<file path="src/rtl/fixed_mult_seq_if.sv">
// Ready/valid bundle for the sequential sign-magnitude fixed-point multiplier.
// The master side supplies operands and consumes results; the slave side is the multiplier.
interface fixed_mult_seq_if #(
   parameter int W = 32
);
   logic         in_valid;
   logic         in_ready;
   logic [W-1:0] a;
   logic [W-1:0] b;
   logic         rnd_mode;
   logic         out_valid;
   logic         out_ready;
   logic [W-1:0] out;
   logic         ovf;

   modport master (
      output in_valid, a, b, rnd_mode, out_ready,
      input  in_ready, out_valid, out, ovf
   );

   modport slave (
      input  in_valid, a, b, rnd_mode, out_ready,
      output in_ready, out_valid, out, ovf
   );
endinterface

</file>
<file path="src/rtl/fixed_mult_seq.sv">
// Iterative shift-and-add multiplier for sign-magnitude Q(M.N) words, one magnitude bit per clock,
// with truncate/round-half-away selection and saturate-or-wrap overflow handling.
module fixed_mult_seq #(
   parameter int N   = 23,
   parameter int M   = 8,
   parameter int SAT = 1
) (
   input logic             clk,
   input logic             rst,
   fixed_mult_seq_if.slave bus
);
   localparam int W  = N + M + 1;
   localparam int MW = N + M;
   localparam int CW = $clog2(MW + 1);

   typedef enum logic [1:0] {IDLE, MUL, RND, DONE} state_t;

   state_t          state_q, state_d;
   logic [2*MW-1:0] mcand_q, mcand_d;
   logic [MW-1:0]   mplier_q, mplier_d;
   logic [2*MW-1:0] acc_q, acc_d;
   logic [CW-1:0]   cnt_q, cnt_d;
   logic            sign_q, sign_d;
   logic            rnd_q, rnd_d;
   logic [W-1:0]    out_q, out_d;
   logic            ovf_q, ovf_d;

   logic [MW:0]     k_rnd;
   logic            ovf_res;
   logic [MW-1:0]   mag;
   logic            res_sign;
   logic            unused_lsbs;

   // Product bits below the rounding position never influence the result.
   assign unused_lsbs = ^acc_q[N-2:0];

   always_comb begin
      k_rnd    = {1'b0, acc_q[2*N+M-1:N]} + {{MW{1'b0}}, rnd_q & acc_q[N-1]};
      ovf_res  = (|acc_q[2*MW-1:2*N+M]) | k_rnd[MW];
      mag      = k_rnd[MW-1:0];
      if (ovf_res && SAT != 0) begin
         mag = '1;
      end
      res_sign = sign_q & (|mag);
   end

   always_comb begin
      state_d  = state_q;
      mcand_d  = mcand_q;
      mplier_d = mplier_q;
      acc_d    = acc_q;
      cnt_d    = cnt_q;
      sign_d   = sign_q;
      rnd_d    = rnd_q;
      out_d    = out_q;
      ovf_d    = ovf_q;
      unique case (state_q)
         IDLE: begin
            if (bus.in_valid) begin
               mcand_d  = {{MW{1'b0}}, bus.a[MW-1:0]};
               mplier_d = bus.b[MW-1:0];
               sign_d   = bus.a[W-1] ^ bus.b[W-1];
               rnd_d    = bus.rnd_mode;
               acc_d    = '0;
               cnt_d    = CW'(MW);
               state_d  = MUL;
            end
         end
         MUL: begin
            // The multiplicand is pre-shifted each cycle, so it always sits at the iteration index.
            if (mplier_q[0]) begin
               acc_d = acc_q + mcand_q;
            end
            mcand_d  = {mcand_q[2*MW-2:0], 1'b0};
            mplier_d = {1'b0, mplier_q[MW-1:1]};
            cnt_d    = cnt_q - CW'(1);
            if (cnt_q == CW'(1)) begin
               state_d = RND;
            end
         end
         RND: begin
            out_d   = {res_sign, mag};
            ovf_d   = ovf_res;
            state_d = DONE;
         end
         DONE: begin
            if (bus.out_ready) begin
               state_d = IDLE;
            end
         end
         default: state_d = IDLE;
      endcase
   end

   always_ff @(posedge clk) begin
      if (rst) begin
         state_q  <= IDLE;
         mcand_q  <= '0;
         mplier_q <= '0;
         acc_q    <= '0;
         cnt_q    <= '0;
         sign_q   <= 1'b0;
         rnd_q    <= 1'b0;
         out_q    <= '0;
         ovf_q    <= 1'b0;
      end else begin
         state_q  <= state_d;
         mcand_q  <= mcand_d;
         mplier_q <= mplier_d;
         acc_q    <= acc_d;
         cnt_q    <= cnt_d;
         sign_q   <= sign_d;
         rnd_q    <= rnd_d;
         out_q    <= out_d;
         ovf_q    <= ovf_d;
      end
   end

   assign bus.in_ready  = (state_q == IDLE);
   assign bus.out_valid = (state_q == DONE);
   assign bus.out       = out_q;
   assign bus.ovf       = ovf_q;
endmodule
</file>
<file path="src/flat_wrapper.sv">
// flat-port wrapper written by rule: the top's interface ports become plain ports
module fixed_mult_seq_flat 
#(
   parameter int N   = 23,
   parameter int M   = 8,
   parameter int SAT = 1
)
  (clk, rst, bus_in_valid, bus_a, bus_b, bus_rnd_mode, bus_out_ready, bus_in_ready, bus_out_valid, bus_out, bus_ovf);
  fixed_mult_seq_if bus_i ();
  input logic clk;
  input logic rst;
  input wire logic [$bits(bus_i.in_valid)-1:0] bus_in_valid;
  input wire logic [$bits(bus_i.a)-1:0] bus_a;
  input wire logic [$bits(bus_i.b)-1:0] bus_b;
  input wire logic [$bits(bus_i.rnd_mode)-1:0] bus_rnd_mode;
  input wire logic [$bits(bus_i.out_ready)-1:0] bus_out_ready;
  output wire logic [$bits(bus_i.in_ready)-1:0] bus_in_ready;
  output wire logic [$bits(bus_i.out_valid)-1:0] bus_out_valid;
  output wire logic [$bits(bus_i.out)-1:0] bus_out;
  output wire logic [$bits(bus_i.ovf)-1:0] bus_ovf;
  assign bus_i.in_valid = bus_in_valid;
  assign bus_i.a = bus_a;
  assign bus_i.b = bus_b;
  assign bus_i.rnd_mode = bus_rnd_mode;
  assign bus_i.out_ready = bus_out_ready;
  assign bus_in_ready = bus_i.in_ready;
  assign bus_out_valid = bus_i.out_valid;
  assign bus_out = bus_i.out;
  assign bus_ovf = bus_i.ovf;
  fixed_mult_seq #(.N(N), .M(M), .SAT(SAT)) u_core (.clk(clk), .rst(rst), .bus(bus_i));
endmodule
</file>
<file path="config.mk">
export PLATFORM = sky130hd
export DESIGN_NAME = fixed_mult_seq_flat
export DESIGN_NICKNAME = d
export VERILOG_FILES = /design/src/rtl/fixed_mult_seq_if.sv /design/src/rtl/fixed_mult_seq.sv /design/src/flat_wrapper.sv
export SDC_FILE = /design/constraint.sdc
export NUM_CORES = 1
export LEC_CHECK = 0
export CORE_MARGIN = 2
export CORE_UTILIZATION = 55
export CTS_CLUSTER_DIAMETER = 60
export CTS_CLUSTER_SIZE = 20
export DETAILED_ROUTE_END_ITERATION = 8
export PLACE_DENSITY = 0.77
export REMOVE_ABC_BUFFERS = 1
export SLEW_MARGIN = 0
export SYNTH_ARGS = -nofsm -noshare
export SYNTH_HDL_FRONTEND = slang
export SYNTH_SLANG_ARGS = --single-unit
</file>
<file path="constraint.sdc">
create_clock -name clk -period 3.9 [get_ports clk]
set_input_delay 0.975 -clock clk [delete_from_list [all_inputs] [get_ports clk]]
set_output_delay 0.975 -clock clk [all_outputs]
set_load 0.05 [all_outputs]
</file>
# Yosys cells after proc, flatten, opt, wreduce, memory -nomap -nowiden
# Cells that the tools add are included.
# totals
reg_bits	197
in_bits	69
out_inout_bits	35
wordCells	46
# classes
addsub	3
eq_ne	8
muxes	14
bitwise	4
reduce_logical	8
# ops
operator	n
$pmux W62 S2	2
$mux W62	3
$add A62 B62 Y62	1
$mux W31	2
$pmux W31 S2	1
$add A31 B1 Y32	1
$reduce_or A31 Y1	1
$pmux W5 S2	1
$pmux W2 S4	1
$reduce_or A8 Y1	1
$mux W2	3
$reduce_and A3 Y1	2
$eq A5 B1 Y1 const B	1
$mux W5	1
$sub A5 B1 Y5 const B	1
$eq A2 B2 Y1 const B	2
$ne A2 B1 Y1 const B	2
$ne A2 B2 Y1 const B	2
$reduce_and A2 Y1	2
$and A1 B1 Y1	2
$eq A2 B1 Y1 const B	1
$logic_not A2 Y1	1
$reduce_bool A2 Y1	1
$or A1 B1 Y1	1
$xor A1 B1 Y1	1

# Longest topological paths before layout
# Gate-level depths: netlist of the first run.
# logic_depth
word_depth	6
ltp_mapped	12
ltp_nobuf	12

# Least setup slack after synthesis of the first run
# Ideal clock, no wire load.
# synth_timing
kind	flip-flop to flip-flop
startpoint	reg u_core.mcand_q[0]
endpoint	reg u_core.acc_q[58]
setup_ps	117
arrival_time_ps	2498
required_time_ps	3783
path_slack_ps	1285
path_stages_with_launch	13
n_path_buf	0
synth_period_minus_slack_ps	2615
path_cell_list	dfxtp_1 -> ha_1 -> inv_1 -> fa_1 -> nor2b_1 -> o2111a_1 -> o2111a_1 -> o31ai_4 -> a21oi_1 -> o31ai_4 -> o21bai_1 -> nand4_1 -> a32o_1
# synth_between
elab_chain_len	3
# synth_lines
item	line	rtl
from (decl)	fixed_mult_seq.sv:19	logic [2*MW-1:0] mcand_q, mcand_d;
from (signal assigned)	fixed_mult_seq.sv:108	mcand_q <= mcand_d;
$add A62 B62 Y62	fixed_mult_seq.sv:72	acc_d = acc_q + mcand_q;
$mux W62	fixed_mult_seq.sv:71	if (mplier_q[0]) begin
$pmux W62 S2	fixed_mult_seq.sv:57	unique case (state_q)
to (signal assigned)	fixed_mult_seq.sv:100	acc_q <= '0;
to (signal assigned)	fixed_mult_seq.sv:110	acc_q <= acc_d;
to (decl)	fixed_mult_seq.sv:21	logic [2*MW-1:0] acc_q, acc_d;
# No other way between the ends. The select of a mux whose other input is x is not followed.
# A chain may end at the register's enable or synchronous reset.

# Worst setup path after layout of the first run
# layout_timing
startpoint	reg u_core.state_q[1]
endpoint	out bus_in_ready
# layout_between
elab_chain_len	1
# layout_lines
item	line	rtl
from (decl)	fixed_mult_seq.sv:18	state_t state_q, state_d;
from (signal assigned)	fixed_mult_seq.sv:107	state_q <= state_d;
$logic_not A2 Y1	fixed_mult_seq.sv:119	assign bus.in_ready = (state_q == IDLE);
to (decl)	flat_wrapper.sv:17	output wire logic [$bits(bus_i.in_ready)-1:0] bus_in_ready;
# No other way between the ends.

==> results of run 1 <==
per-layer routing:
metal  global-route usage, %  up-vias
li1                        -     5324
met4                    8.63        0
met2                    40.9      303
met1                    34.4     4943
met3                    5.64       43
met5                       0        -
kinds of logic (layout without fill, tap and decap cells):
kind of cell	count (synthesis)	in the layout	synth area share, %
buffers and inverters	124	179	4.07
XOR/XNOR	84	84	6.26
flip-flops	197	197	33.5
AND/OR/NAND/NOR	463	463	18.0
other	0	1	0
multiplexers	62	62	5.28
adder cells (fa/ha/maj)	71	71	7.62
AO/OA/AOI/OAI	424	424	25.2
registers in the layout (all words and copies together), names as in the netlist:
signal           cells
u_core.acc_q        62
u_core.mcand_q      62
u_core.bus.out      32
u_core.mplier_q     31
u_core.cnt_q         5
u_core.state_q       2
u_core.bus.ovf       1
u_core.rnd_q         1
u_core.sign_q        1
power by group:
group	leakage, nW	switching [mW]	internal [mW]
sequential	1.61	0.328	2.49
combinational	3.23	2.14	1.24
clock	0.314	0.851	1.05
critical path: cells and delay by family, from the launching register on:
| family | cells | cell delay [ps] |
|---|---|---|
| adder cells (fa/ha/maj) | 1 | 390 |
| buffers and inverters | 2 | 1020 |
| flip-flops | 1 | 350 |
cell usage after synthesis, drive strengths merged (29+ instances only):
cell / instances
xnor2: 56
nand2: 100
a21o: 29
dfxtp: 197
clkbuf: 73
o21ai: 64
ha: 70
a22oi: 58
mux2i: 62
a311oi: 31
a21oi: 87
inv: 31
a211oi: 67
nor2: 211
path summary, 6_finish.rpt:
| kind | slack, ps | start | to |
|---|---|---|---|
| setup reg to reg | 890 | u_core.acc_q[32]$_SDFFE_PP0P_ | u_core.acc_q[59]$_SDFFE_PP0P_ |
| hold reg to reg | 470 | u_core.acc_q[12]$_SDFFE_PP0P_ | u_core.acc_q[12]$_SDFFE_PP0P_ |
| hold / removal | 470 | u_core.acc_q[12]$_SDFFE_PP0P_ | u_core.acc_q[12]$_SDFFE_PP0P_ |
| setup / recovery | 720 | u_core.state_q[1]$_SDFFE_PP0P_ | bus_in_ready |
layout make-up:
| cell class | instances | area [um^2] | area share [%] |
|---|---|---|---|
| multi-input combinational | 1104 | 7380 | 54.4 |
| sequential | 197 | 3940 | 29.1 |
| timing repair buffer | 116 | 1150 | 8.48 |
| clock buffer | 18 | 439 | 3.24 |
| tap | 275 | 344 | 2.54 |
| clock inverter | 14 | 194 | 1.43 |
| inverter | 31 | 116 | 0.858 |
| antenna | 1 | 2.50 | 0.0184 |
per-stage QoR:
stage	utilization, %	setup slack (ps)	total power, mW
final	64.5	725	8.11
after global routing	64.5	585	8.61
after CTS	64.5	691	8.14
after detailed placement	61.5	812	6.24
after global placement	61.5	898	6.15
after floorplan	-	-6590	5.38
==> metrics.md, run 1 <==
| Metric | Value |
|---|---|
| Clock buffer count from CTS | 17 |
| RSZ-0062 raised after global routing | false |
| Hold Slack | 466 ps |
| Tcrit/Tclk final | 81.4% |
| Hold WC Path Type | flip-flop to flip-flop |
| Crit path kind | flip-flop to primary output |
| H-Tree Depth | 4 |
| Proportion of layout cells with a drive suffix above 1 | 4.53% |
| CP cell instances | inv_1, ha_1, clkdlybuf4s50_1 |
| Seq/Total Area, Yosys | 33.5% |
| Post-Route Setup TNS | 0 ps |
| Number of synthesized flops with an enable pin | 0 |
| Max-slew violation count | 0 |
| DRT met1 WL | 13,700 um |
| Slowest-stage cell, CP | clkdlybuf4s50_1 |
| CP arrival | 2200 ps |
| Max FO, Critical Path | 7 |
| Hold_buf cts | 0 |
| Initial antenna violation count | 1 |
| Worst vdd ir | 622 uV |
| Crit start category | flip-flop |
| Flops & latches, synth | 197 |
| R2R cell count | 10 |
| Setup violators final | 0 |
| Total track usage | 25.6% |
| 1st-pass router iterations | 5 |
| Status | complete, no violations |
| Hold depth | 2 |
| Max layer used | met4 |
| Clock root cell | clkbuf_16 |
| Vias in the first global route | 9,818 |
| Die width | 150 um |
| Largest net degree at the start of global routing | 124 |
| Cells after DPL | 1,723 |
| Leak pwr | 5.15 nW |
| Yosys Warn Count | 0 |
| Area Overhead vs Synth | 15.4% |
| Commonest non-fill, non-tap cells in the layout | 211 x nor2_1, 197 x dfxtp_1, 102 x clkdlybuf4s50_1, 100 x nand2_1, 85 x a21oi_1 |
| Asr flop ratio synth | 0% |
| Ranking of synthesized cells by area | dfxtp_1 34%, ha_1 7.5%, nor2_1 6.7%, mux2i_1 5.3%, a211oi_1 4.3% |
| Non-Filler Instances | 1,756 |
| Post-Syn Area | 11,800 um^2 |
| Placed cell area | 12,900 um^2 |
| TritonCTS clock tree | yes |
| Row count | 53 |
| Final Skew | 12.0 ps |
| Final Critical Period | 3180 ps |
| WL/cell | 16.3 um |
| Top_reg_cell synth | dfxtp_1 |
| Setup repair bufs after CTS | 0 |
| Final instance area | 13,600 um^2 |
| DRC violations left | 0 |
| Clock Sinks | 197 |
| Distinct cells, synth | 64 |
| Number of port buffers | 103 |
| I/O pin count | 104 |
| Pwr Density | 597 nW/um^2 |
| Detail Route Antenna Nets | 0 |
| Die ar. | 22,600 um^2 |
| Core ar. | 21,000 um^2 |
| CP max stage delay | 900 ps |
| Max-cap violations | 0 |
| Grt ovf | 0 |
| Area leader, netlist | dfxtp_1 |
| Metal2 WL | 12,700 um |
| Metal3 WL | 1660 um |
| Slew headroom | 31.9% |
| Initial core utilization | 55.9% |
| Gpl congestion | 0.909 |
| Post-DP HPWL | 20,500 um |
| Via density | 6.04 |
| Initial drt markers | 627 |
| Final Hold Vio Count | 0 |
| Clock latency at the later pin of the worst-skew pair | 440 ps |
| Clock buffer depth | 2 |
| Crit path required time | 2920 ps |
| Tightest Pin Transition | 1020 ps |
| Most common cell after layout, fill and taps aside | nor2_1 |
| Vias | 10,613 |
| DIE HEIGHT | 150 um |
| Clock-pin slew on the worst setup and hold paths | 80 ps |
| FILL cells | 1,833 |
| Post-synth top area share | 33.5% |
| Syn avg cell area | 8.25 um^2 |
| Fmax | 315 MHz |
| First-pass GRT wire length | 47,600 um |
| Worst Setup End Kind | primary output |
| DRT Wirelength | 28,700 um |
| Resize count post-CTS | 0 |
| Nets | 1,607 |
| Mapped Cells | 1,425 |
(Power assumes the default switching activity.)
==> run 2: changes to the inputs <==
Settings changed: CORE_UTILIZATION 55 to 53.
Clock period 3.9 ns to 2.9 ns, I/O delays scaled along.
==> metrics.md, run 2 (same netlist as run 1, synthesis figures left out) <==
| Metric | Value |
|---|---|
| Met3 GRT Util | 5.27% (was 5.64%) |
| WL/cell | 16.6 um (was 16.3 um) |
| Worst Setup End Kind | flip-flop (was primary output) |
| Clock latency at the later pin of the worst-skew pair | 440 ps (about the same) |
| Status | complete, no violations (unchanged) |
| Final instance area | 14,100 um^2 (was 13,600 um^2) |
| Met2 Resource Use GR | 41.6% (was 40.9%) |
| Buf/Inv on CP | 1 (was 2) |
| CP max stage delay | 410 ps (was 900 ps) |
| Tcrit/Tclk final | 96.9% |
| Die width | 153 um (was 150 um) |
| Slew headroom | 62.2% (was 31.9%) |
| FILL cells | 1,865 (was 1,833) |
| Row count | 54 (was 53) |
| Pwr Density | 777 nW/um^2 (was 597 nW/um^2) |
| Hold Slack | 460 ps (was 466 ps) |
| Hold WC Path Type | flip-flop to flip-flop (unchanged) |
| Most common cell after layout, fill and taps aside | nor2_1 (unchanged) |
| Total power draw | 10.9 mW (was 8.11 mW) |
| Proportion of layout cells with a drive suffix above 1 | 9.64% (was 4.53%) |
| Max FO, Critical Path | 3 (was 7) |
| Diode count | 0 (was 1) |
| Post-DP HPWL | 21,800 um (was 20,500 um) |
| Initial antenna violation count | 0 (was 1) |
| Max-cap violations | 0 (unchanged) |
| DRC violations left | 0 (unchanged) |
| Number of port buffers | 103 (unchanged) |
| Via density | 6.00 (was 6.04) |
| Nets | 1,663 (was 1,607) |
| Slowest-stage cell, CP | fa_1 (was clkdlybuf4s50_1) |
| CP most frequent cell | nand3_1 |
| R2R cell count | 12 (was 10) |
| Largest net degree at the start of global routing | 124 (unchanged) |
| Vias | 10,891 (was 10,613) |
| Setup violators final | 0 (unchanged) |
| Crit path required time | 3230 ps (was 2920 ps) |
| Final Skew | 13.8 ps (was 12.0 ps) |
| H-Tree Depth | 4 (unchanged) |
| Initial core utilization | 53.9% (was 55.9%) |
| Clock buffer count from CTS | 17 (unchanged) |
| Post-placement setup slack | 15.9 ps (was 812 ps) |
| Core ar. | 21,800 um^2 (was 21,000 um^2) |
| Initial drt markers | 750 (was 627) |
| DRT Wirelength | 30,100 um (was 28,700 um) |
| Detail Route Antenna Nets | 0 (unchanged) |
| Die ar. | 23,400 um^2 (was 22,600 um^2) |
| TritonCTS clock tree | yes (unchanged) |
| Grt ovf | 0 (unchanged) |
| Max-slew violation count | 0 (unchanged) |
| Clock buffer depth | 2 (unchanged) |
| Commonest non-fill, non-tap cells in the layout | 210 x nor2_1, 195 x dfxtp_1, 101 x clkdlybuf4s50_1, 100 x nand2_1, 78 x a21oi_1 (was 211 x nor2_1, 197 x dfxtp_1, 102 x clkdlybuf4s50_1, 100 x nand2_1, 85 x a21oi_1) |
| Crit path kind | flip-flop to flip-flop (was flip-flop to primary output) |
| Crit start category | flip-flop (unchanged) |
| Clock root cell | clkbuf_16 (unchanged) |
| Total track usage | 25.3% (was 25.6%) |
| Met1 Use GR | 33.8% (was 34.4%) |
| Gpl congestion | 0.964 (was 0.909) |
| Tightest Pin Transition | 567 ps (was 1020 ps) |
| CP cell instances | ha_1, inv_1, fa_1, nor2b_1, o2111a_1, o211ai_1, nand3_1, nand3_1, a21oi_2, o2111ai_1, a21o_1, a32o_1 (was inv_1, ha_1, clkdlybuf4s50_1) |
| Most Crowded Layer GR | met2 (unchanged) |
| Non-Filler Instances | 1,816 (was 1,756) |
| Clock Sinks | 197 (unchanged) |
| Fmax | 356 MHz |
| Clock-pin slew on the worst setup and hold paths | 70 ps (was 80 ps) |
| I/O pin count | 104 (unchanged) |
| CP arrival | 3140 ps (was 2200 ps) |
| Vias in the first global route | 10,401 (was 9,818) |
| Final Critical Period | 2810 ps |
| Worst vdd ir | 542 uV (was 622 uV) |
| Leak pwr | 5.41 nW (was 5.15 nW) |
| DIE HEIGHT | 153 um (was 150 um) |
| CP top delay family | compound AO/OA/AOI/OAI gates (was buffers and inverters) |
| Cells after DPL | 1,780 (was 1,723) |
| Final Hold Vio Count | 0 (unchanged) |
| Placed cell area | 13,300 um^2 (was 12,900 um^2) |
| Hold depth | 2 (unchanged) |
| Area Overhead vs Synth | 19.8% (was 15.4%) |
| First-pass GRT wire length | 50,300 um (was 47,600 um) |
| 1st-pass router iterations | 6 (was 5) |
| Post-route setup slack | 88.9 ps (was 725 ps) |
| Crit path depth | 12 (was 3) |
[run 2: cell count changes in the layout (fill, tap and decap cells not counted), sizes merged, moves of 2 or more]
cell,delta
buf,+56
clkinv,-2
clkinvlp,+3
inv,-4
clkbuf,+4
[run 2: report_power, final]
group / total [mW] / switching, mW / internal [mW] / leakage [nW]
registers: 3.79 / 0.440 / 3.35 / 1.61
clock network: 2.43 / 1.07 / 1.37 / 0.289
logic: 4.71 / 2.95 / 1.77 / 3.52
[run 2: metrics by stage]
stage               TNS, ps  util (%)
floorplan           -785910         -
global placement          0      61.1
detailed placement        0      61.1
CTS                       0      63.9
global route          -24.8      64.5
finish                    0      64.5
[run 2: final cells by class]
class                   count  area [um^2]  area share, %
clock buffers              22          484           3.44
inverters                  31          116          0.826
repair buffers            172         1580           11.2
well taps                 280          350           2.49
clock inverters            10          119          0.844
multi-input cells        1104         7480           53.1
flip-flops and latches    197         3950           28.0
[run 2: timing repair]
item,4_1_cts,5_1_grt
resized for setup,1,30
hold buffers,0,0
pin swaps,0,5
endpoints found under the hold margin,0,0
endpoints found under the setup margin,1,12
buffers inserted,0,4
[run 2: worst reg2reg max path, stage by stage (launching register included)]
cell	delay, ps
dfxtp_1	350
ha_1	180
inv_1	60
fa_1	410
nor2b_1	180
o2111a_1	240
o211ai_1	110
nand3_1	130
nand3_1	180
a21oi_2	260
o2111ai_1	160
a21o_1	190
a32o_1	250
[run 2: path summary, 6_finish.rpt]
kind | end | slack [ps] | startpoint
max | u_core.acc_q[60]$_SDFFE_PP0P_ | 90 | u_core.mcand_q[0]$_SDFFE_PP0P_
min | u_core.acc_q[2]$_SDFFE_PP0P_ | 460 | u_core.acc_q[2]$_SDFFE_PP0P_
max reg2reg | u_core.acc_q[60]$_SDFFE_PP0P_ | 90 | u_core.mcand_q[0]$_SDFFE_PP0P_
min reg2reg | u_core.acc_q[2]$_SDFFE_PP0P_ | 460 | u_core.acc_q[2]$_SDFFE_PP0P_
[run 2: per-layer routing]
metal / vias up / routed length (um)
met1: 5106 / 14000
met5: - / 0
li1: 5411 / -
met2: 337 / 13800
met4: 0 / 421
met3: 37 / 1890
==> run 3: changes to the inputs <==
Settings changed: CELL_PAD_IN_SITES_DETAIL_PLACEMENT set to 1, CELL_PAD_IN_SITES_GLOBAL_PLACEMENT set to 1, CORE_UTILIZATION 53 to 40, PLACE_DENSITY 0.77 to unset, PLACE_DENSITY_LB_ADDON set to 0.1.
==> metrics.md, run 3 (same netlist as run 1, synthesis figures left out) <==
| Metric | Value |
|---|---|
| CP arrival | 3130 ps (was 3140 ps) |
| Final Hold Vio Count | 0 (unchanged) |
| Post-placement setup slack | 42.5 ps (was 15.9 ps) |
| Switch Pwr | 4.68 mW (was 4.45 mW) |
| Die ar. | 30,800 um^2 (was 23,400 um^2) |
| Clock latency at the later pin of the worst-skew pair | 450 ps (was 440 ps) |
| Fmax | 356 MHz (about the same) |
| Largest net degree at the start of global routing | 124 (unchanged) |
| 1st-pass router iterations | 5 (was 6) |
| Post-Route Setup TNS | 0 ps (unchanged) |
| Hold_buf cts | 0 (unchanged) |
| Max-slew violation count | 0 (unchanged) |
| Max-cap violations | 0 (unchanged) |
| WL/cell | 17.7 um (was 16.6 um) |
| FILL cells | 3,416 (was 1,865) |
| Max FO, Critical Path | 5 (was 3) |
| DIE HEIGHT | 175 um (was 153 um) |
| Vias in the first global route | 11,109 (was 10,401) |
| Setup violators final | 0 (unchanged) |
| Reg-to-reg startpoint | u_core.acc_q[7]$_SDFFE_PP0P_ (was u_core.mcand_q[0]$_SDFFE_PP0P_) |
| Clock Sinks | 197 (unchanged) |
| First-pass GRT wire length | 57,000 um (was 50,300 um) |
| Initial antenna violation count | 0 (unchanged) |
| Diode count | 0 (unchanged) |
| Total track usage | 22.5% (was 25.3%) |
| Crit start category | flip-flop (unchanged) |
| DRC violations left | 0 (unchanged) |
| R2r endpoint | u_core.acc_q[46]$_SDFFE_PP0P_ (was u_core.acc_q[60]$_SDFFE_PP0P_) |
| Gpl congestion | 0.834 (was 0.964) |
| Tcrit/Tclk final | 96.7% (was 96.9%) |
| Net Sw Frac | 42.3% (was 40.7%) |
| Worst vdd ir | 541 uV (was 542 uV) |
| Area Overhead vs Synth | 22.0% (was 19.8%) |
| DRT Wirelength | 34,200 um (was 30,100 um) |
| RSZ-0062 raised after global routing | true |
| Tightest Pin Transition | 955 ps (was 567 ps) |
| Final Critical Period | 2810 ps (about the same) |
| Grt ovf | 0 (unchanged) |
| Status | complete, no violations (unchanged) |
| Crit path kind | flip-flop to flip-flop (unchanged) |
| H-Tree Depth | 4 (unchanged) |
| Worst Setup End Kind | flip-flop (unchanged) |
| Vias | 10,907 (was 10,891) |
| Clock root cell | clkbuf_16 (unchanged) |
| Register area | 3950 um^2 (about the same) |
| Area occupied by multi-input gates | 7530 um^2 (was 7480 um^2) |
| Proportion of layout cells with a drive suffix above 1 | 11.0% (was 9.64%) |
| R2R cell count | 11 (was 12) |
| Leak pwr | 5.46 nW (was 5.41 nW) |
| Hold_sp | u_core.acc_q[12]$_SDFFE_PP0P_ (was u_core.acc_q[2]$_SDFFE_PP0P_) |
| Clock-pin slew on the worst setup and hold paths | 80 ps (was 70 ps) |
| Slew headroom | 36.3% (was 62.2%) |
| Commonest non-fill, non-tap cells in the layout | 210 x nor2_1, 193 x dfxtp_1, 102 x clkdlybuf4s50_1, 100 x nand2_1, 77 x a21oi_1 (was 210 x nor2_1, 195 x dfxtp_1, 101 x clkdlybuf4s50_1, 100 x nand2_1, 78 x a21oi_1) |
| Final Skew | 14.6 ps (was 13.8 ps) |
| Nets | 1,675 (was 1,663) |
| Core ar. | 28,900 um^2 (was 21,800 um^2) |
| Post-route setup slack | 94.5 ps (was 88.9 ps) |
| Detail Route Antenna Nets | 0 (unchanged) |
| Pwr Density | 771 nW/um^2 (was 777 nW/um^2) |
| Int Power | 6.38 mW (was 6.49 mW) |
| Via density | 5.65 (was 6.00) |
| Clock buffer count from CTS | 17 (unchanged) |
| Number of port buffers | 103 (unchanged) |
| Hold Slack | 466 ps (was 460 ps) |
| I/O pin count | 104 (unchanged) |
| Clock power share | 21.2% (was 22.2%) |
| Most common cell after layout, fill and taps aside | nor2_1 (unchanged) |
| TritonCTS clock tree | yes (unchanged) |
| Sequential share of power | 34.3% (was 34.7%) |
| Hold depth | 2 (unchanged) |
| Hold Path Sink | u_core.acc_q[12]$_SDFFE_PP0P_ (was u_core.acc_q[2]$_SDFFE_PP0P_) |
| Comb power frac | 44.5% (was 43.1%) |
| Initial drt markers | 521 (was 750) |
| Total power draw | 11.1 mW (was 10.9 mW) |
| Crit path required time | 3230 ps (about the same) |
| Post-DP HPWL | 25,400 um (was 21,800 um) |
| Clock buffer depth | 2 (unchanged) |
| Hold WC Path Type | flip-flop to flip-flop (unchanged) |
| Reg2Reg Setup Slack | 90 ps (about the same) |
| Row count | 62 (was 54) |
| Die width | 175 um (was 153 um) |
| Initial core utilization | 40.7% (was 53.9%) |
-- run 3: cell count changes in the layout (fill, tap and decap cells not counted), moves of 3 or more --
| cell | previous run | this run |
|---|---|---|
| o21ai_0 | 57 | 53 |
| o21ai_1 | 4 | 7 |
| inv_8 | 0 | 4 |
| clkbuf_8 | 4 | 0 |
| buf_4 | 67 | 76 |
-- run 3: layer usage --
| layer | track usage, % | part of all wire (%) |
|---|---|---|
| met5 | 0 | 0 |
| met2 | 38.6 | 47 |
| met4 | 5.44 | 1.3 |
| met3 | 3.40 | 3.0 |
| met1 | 29.8 | 48 |
-- run 3: worst max-delay path: stages, from the launching register on --
cell     delay (ps)
dfxtp_2         330
ha_2            310
a21o_1          200
a221o_1         340
and4_4          210
o31ai_4         280
a21oi_2          90
buf_4           150
o31ai_4         350
buf_4           180
xor2_1          140
o21ai_0          90
-- run 3: final cells by class --
class / count / area share, %
flip-flops and latches: 197 / 27.5
clock buffers: 18 / 2.99
well taps: 384 / 3.35
clock inverters: 14 / 0.968
repair buffers: 184 / 11.9
inverters: 31 / 0.811
multi-input cells: 1104 / 52.5
-- run 3: repair_timing --
| item | 4_1_cts | 5_1_grt |
|---|---|---|
| setup buffers | 0 | 3 |
| gates resized for setup | 1 | 44 |
| pin swaps | 1 | 9 |
| endpoints found under the setup margin | 3 | 18 |
-- run 3: metrics by stage --
stage	instance area (um^2)	instances	utilization [%]
floorplan	11400	1332	-
global placement	13600	1897	47.1
detailed placement	13600	1897	47.1
CTS	14200	1929	49.1
global route	14300	1932	49.7
finish	14300	1932	49.7
-- run 3: power groups by stage --
stage	Combinational [mW]	Sequential, mW	Clock [mW]
floorplan	2.70	4.23	0
global placement	4.79	3.82	0
global route	5.44	3.88	2.52
detailed placement	4.91	3.86	0
finish	4.92	3.79	2.34
CTS	4.93	3.79	2.42
-- run 3: how the worst max path moves through the flow --
stage                                          from                            end  slack [ps]  depth (start not counted)
floorplan            u_core.state_q[1]$_SDFFE_PP0P_  u_core.acc_q[56]$_SDFFE_PP0P_       -7590                          8
global placement       u_core.acc_q[7]$_SDFFE_PP0P_  u_core.acc_q[54]$_SDFFE_PP0P_         120                         11
detailed placement   u_core.mcand_q[6]$_SDFFE_PP0P_  u_core.acc_q[61]$_SDFFE_PP0P_          40                         10
CTS                  u_core.mcand_q[6]$_SDFFE_PP0P_  u_core.acc_q[61]$_SDFFE_PP0P_           9                         10
global route        u_core.mcand_q[18]$_SDFFE_PP0P_  u_core.acc_q[56]$_SDFFE_PP0P_         -50                         10
finish                 u_core.acc_q[7]$_SDFFE_PP0P_  u_core.acc_q[46]$_SDFFE_PP0P_          90                         11
